[config.mk]
export PLATFORM = sky130hd
export DESIGN_NAME = prog_field_editor
export DESIGN_NICKNAME = d
export VERILOG_FILES = /design/src/rtl/prog_field_editor.sv
export SDC_FILE = /design/constraint.sdc
export NUM_CORES = 1
export LEC_CHECK = 0
export CORE_MARGIN = 3
export CORE_UTILIZATION = 30
export DETAILED_ROUTE_END_ITERATION = 7
export HOLD_SLACK_MARGIN = 0.03
export PLACE_DENSITY_LB_ADDON = 0.3
export SYNTH_ARGS = -nofsm -noshare
export SYNTH_HDL_FRONTEND = slang
export SYNTH_SLANG_ARGS = --single-unit
[constraint.sdc]
create_clock -name clk -period 3.2 [get_ports clk]
set_clock_uncertainty 0.2 [all_clocks]
set_input_delay 0.64 -clock clk [delete_from_list [all_inputs] [get_ports clk]]
set_output_delay 0.64 -clock clk [all_outputs]
set_load 0.01 [all_outputs]
[src/rtl/prog_field_editor.sv]
// prog_field_editor: snapshots an RTC group on mode entry, edits three wrapped fields, strobes a commit on exit
module prog_field_editor #(
   parameter int FW = 7,
   parameter int YEAR_MAX = 99,
   parameter int DAY_MAX = 31
) (
   input  logic          clk,
   input  logic          reset,
   input  logic [2:0]    prog,
   input  logic          btn_up,
   input  logic          btn_down,
   input  logic          btn_right,
   input  logic          btn_left,
   input  logic [FW-1:0] live_f0,
   input  logic [FW-1:0] live_f1,
   input  logic [FW-1:0] live_f2,
   output logic [1:0]    mode,
   output logic [1:0]    cursor,
   output logic [FW-1:0] f0,
   output logic [FW-1:0] f1,
   output logic [FW-1:0] f2,
   output logic          wr_stb,
   output logic [1:0]    wr_grp
);
   localparam logic [1:0] IDLE = 2'd0, LOAD = 2'd1, EDIT = 2'd2, COMMIT = 2'd3;
   logic [1:0] state, grp, cur_nxt;
   logic [FW-1:0] sel, lo, hi, nxt;
   always_comb begin
      grp = prog == 3'b001 ? 2'b01 : prog == 3'b010 ? 2'b10 : prog == 3'b100 ? 2'b11 : 2'b00;
      sel = cursor == 2'd0 ? f0 : cursor == 2'd1 ? f1 : f2;
      // date day and month start at 1; every other field starts at 0
      lo = (mode == 2'b01 && cursor != 2'd2) ? FW'(1) : '0;
      hi = mode == 2'b01 ? (cursor == 2'd0 ? FW'(DAY_MAX) : cursor == 2'd1 ? FW'(12) : FW'(YEAR_MAX))
                         : (cursor == 2'd0 ? FW'(23) : FW'(59));
      nxt = btn_up ? (sel >= hi ? lo : sel + FW'(1)) : (sel <= lo ? hi : sel - FW'(1));
      cur_nxt = btn_right ? (cursor == 2'd2 ? 2'd0 : cursor + 2'd1) : (cursor == 2'd0 ? 2'd2 : cursor - 2'd1);
   end
   always_ff @(posedge clk) begin
      if (reset) begin
         state <= IDLE;
         mode <= 2'b00;
         cursor <= 2'd0;
         f0 <= '0;
         f1 <= '0;
         f2 <= '0;
         wr_stb <= 1'b0;
         wr_grp <= 2'b00;
      end else begin
         case (state)
            IDLE: if (grp != 2'b00) begin
               mode <= grp;
               state <= LOAD;
            end
            LOAD: begin
               f0 <= live_f0;
               f1 <= live_f1;
               f2 <= live_f2;
               cursor <= 2'd0;
               state <= EDIT;
            end
            EDIT: if (grp != mode) begin
               state <= COMMIT;
               wr_stb <= 1'b1;
               wr_grp <= mode;
            end else if (btn_up || btn_down) begin
               if (cursor == 2'd0) f0 <= nxt;
               else if (cursor == 2'd1) f1 <= nxt;
               else f2 <= nxt;
            end else if (btn_right || btn_left) begin
               cursor <= cur_nxt;
            end
            default: begin
               wr_stb <= 1'b0;
               wr_grp <= 2'b00;
               mode <= 2'b00;
               state <= IDLE;
            end
         endcase
      end
   end
endmodule
==> out/results.ini, run 1 <==
[critical_path]
cp-end-kind = register
crit_path_cell_trace = inv_1 -> buf_4 -> ha_1 -> or3_4 -> ha_1 -> a21oi_1 -> o311ai_2 -> a211o_1 -> a211oi_4 -> a21oi_1 -> a311oi_1
cp_top_family = compound AO/OA/AOI/OAI gates
crit_path_end = f0[6]$_SDFFE_PP0P_
regToRegSetupSlack_ns = 0.08
crit_path_max_fanout = 5
r2r_end = f0[6]$_SDFFE_PP0P_
crit_path_max_incr_delay_ns = 0.38
r2r_start = cursor[0]$_SDFFE_PP0P_
slowest_stage = dfxtp_4
reg2reg_depth = 11
path_buf_inv = 2
crit_cells = 11
setup.worst_path.start = cursor[0]$_SDFFE_PP0P_
start_kind = register
cp.required_ns = 3.20
path_class = register to register
worstPathArrival_ns = 3.12

[cts]
cts_buffer_depth = 2
clk_pin_slew_ns = 0.07
clock_latency_ns = 0.29
cts_buffers = 5
cts_tree = yes
clock_sinks = 30
htreeDepth = 2
cts_root_buf = clkbuf_8

[global_route]
antenna_found_initial = 0
grt_pass1_wl_um = 13200
grt_pass1_vias = 2563
grt_max_degree = 26
grt-ovfl-total = 0
track_usage = 0.185

[die]
coreArea_mm2 = 0.00781
io_pins = 58
rows = 32
die_w_um = 96.0
die-height_um = 96.0
start_util = 0.311
die-area_mm2 = 0.00921

[flow_run]
max-cap-violations = 0

[final_layout]
diodes = 0
final_cell_mix = clkdlybuf4s50_1, buf_4, nor2_1
mostFrequentLayoutCell = clkdlybuf4s50_1
area.growth.synth_to_final_pct = 48.8
nets = 444
layout-drive-gt1-share = 0.229

[hold_path]
hold_path.class = register to register

[timing]
setup_tns_ns = 0
rsz0062_at_grt = true
max_freq_mhz = 320
fin_crit_sh = 0.976
slew_violations = 0
min_period_ns = 3.12
holdWs_ns = 0.300
worst_slew_pin_slew_ns = 0.982
relSlewSlack = 0.342
finalHoldViolations = 0
setup_viol_count_final = 0

[synthesis]
synth_compound_area_frac = 0.296
yosys_warnings = 0
synth_area_mm2 = 0.00243
syn_area_per_cell_um2 = 8.02
synth_xor_area_frac = 0.0397
async_flop_share = 0
synth_nets = 346
ys_seq_elements = 30
synth_top_family_by_area = compound AO/OA/AOI/OAI gates
synthMuxAreaShare = 0.0773
syn_inst = 303
synthSimpleGateAreaFrac = 0.208
synth-main-ff-cell = dfxtp_1
yosysSeqAreaShare = 0.247
synth_edf_count = 0
synth.distinct_cells = 61
synth_adder_area_share = 0.0670

[place]
numPortBuffers = 57
routabilityCongestion = 0.968
post-dp-hpwl_um = 6460

[outcome]
outcome = completed

[pwr]
p_leak_nw = 1.42
peakVddDrop_mv = 0.464
power_density_mw_per_mm2 = 862

[routing]
drt_iter0_drc = 267
antenna_left = 0
wl_per_cell_um = 16.4
vias = 2727
via_per_inst = 5.41
routed_wl_um = 8280
dr.pass1.iters = 4
drc = 0

[timing repair]
action | in CTS | in global routing
pin swaps | 0 | 4
hold buffers | 0 | 0
setup endpoints to repair | 4 | 21
resized for setup | 1 | 14
setup buffers | 0 | 2
[cell usage after synthesis (all sizes together) (4+ instances only)]
cell,count,area [µm²]
clkbuf,8,30.0
nand3,4,32.5
and3,8,50.1
a21oi,32,160
a31oi,8,50.1
mux2i,11,135
inv,16,60.1
a211oi,10,87.6
xor2,4,35.0
dfxtp,30,601
nor2b,4,25.0
o21ai,15,90.1
nor3,7,35.0
mux2,4,52.6
ha,13,163
xnor2,7,61.3
nand2,16,60.1
nor2,35,131
nand2b,5,31.3
a311oi,5,50.0
buf,10,68.8
[how the worst min path moves through the flow]
stage	from	endpoint	slack, ns	depth (start not counted)
after floorplan	state[0]$_SDFFE_PP0P_	state[0]$_SDFFE_PP0P_	0.29	2
after global placement	wr_grp[1]$_SDFFE_PP0P_	wr_grp[1]$_SDFFE_PP0P_	0.27	2
after detailed placement	wr_grp[0]$_SDFFE_PP0P_	wr_grp[0]$_SDFFE_PP0P_	0.28	2
after CTS	wr_grp[0]$_SDFFE_PP0P_	wr_grp[0]$_SDFFE_PP0P_	0.30	2
after global routing	wr_stb$_SDFFE_PP0P_	wr_stb$_SDFFE_PP0P_	0.33	2
final	wr_grp[0]$_SDFFE_PP0P_	wr_grp[0]$_SDFFE_PP0P_	0.30	2
[cell families (layout without fill, tap and decap cells)]
group | Yosys count | after routing
muxes | 15 | 15
DFF | 30 | 30
adders and majority gates | 13 | 13
AOI/OAI and AO/OA | 103 | 103
and+or+nand+nor | 97 | 97
buffers and inverters | 34 | 133
xor gates and xnor gates | 11 | 11
[through the flow]
step | util | cell area, µm² | total power (W) | worst slack, ns | instances
3_5_place_dp | 0.439 | 3430 | 0.00265 | -0.0103 | 494
5_1_grt | 0.463 | 3610 | 0.00332 | -0.0227 | 504
2_1_floorplan | - | 2440 | 0.00179 | 0.0203 | 303
6_report | 0.463 | 3610 | 0.00312 | 0.0779 | 504
3_3_place_gp | 0.439 | 3430 | 0.00264 | -0.0544 | 494
4_1_cts | 0.454 | 3540 | 0.00305 | 0.0439 | 502
[worst min-delay path, cell delays in order (launching register included)]
cell	delay (ns)
dfxtp_1	0.33
a32oi_1	0.06
nor2_1	0.08
[where the power goes]
group / switching, W / total [W] / internal (W)
registers: 0.000157 / 0.000672 / 0.000515
clock network: 0.000162 / 0.000394 / 0.000232
logic: 0.00104 / 0.00205 / 0.00100
[cell type report]
cell class	count	area, µm²
Tap cell	102	128
Timing Repair Buffer	109	973
Fill cell	755	4190
Clock buffer	6	72.6
Sequential cell	30	606
Multi-Input combinational cell	239	1740
Clock inverter	2	37.5
Inverter	16	60.1
[sequential cells by signal, indices dropped and copies added, names as in the netlist]
register / cells
f1: 7
cursor: 2
wr_grp: 2
f2: 7
mode: 2
wr_stb: 1
f0: 7
state: 2
[routing by layer]
metal	wire (µm)	vias to the layer above	GRT usage
li1	-	1320	-
met1	3910	1298	0.263
met2	3730	99	0.284
met3	491	10	0.0321
met4	144	0	0.0557
met5	0	-	0
Note: power is estimated with default switching activity, not from simulation.
==> run 2, diff against run 1 <==
CAP_MARGIN = 15   (was not set)
==> results of run 2 <==
No change in the layout: final DEF, timing and power equal those of run 1.
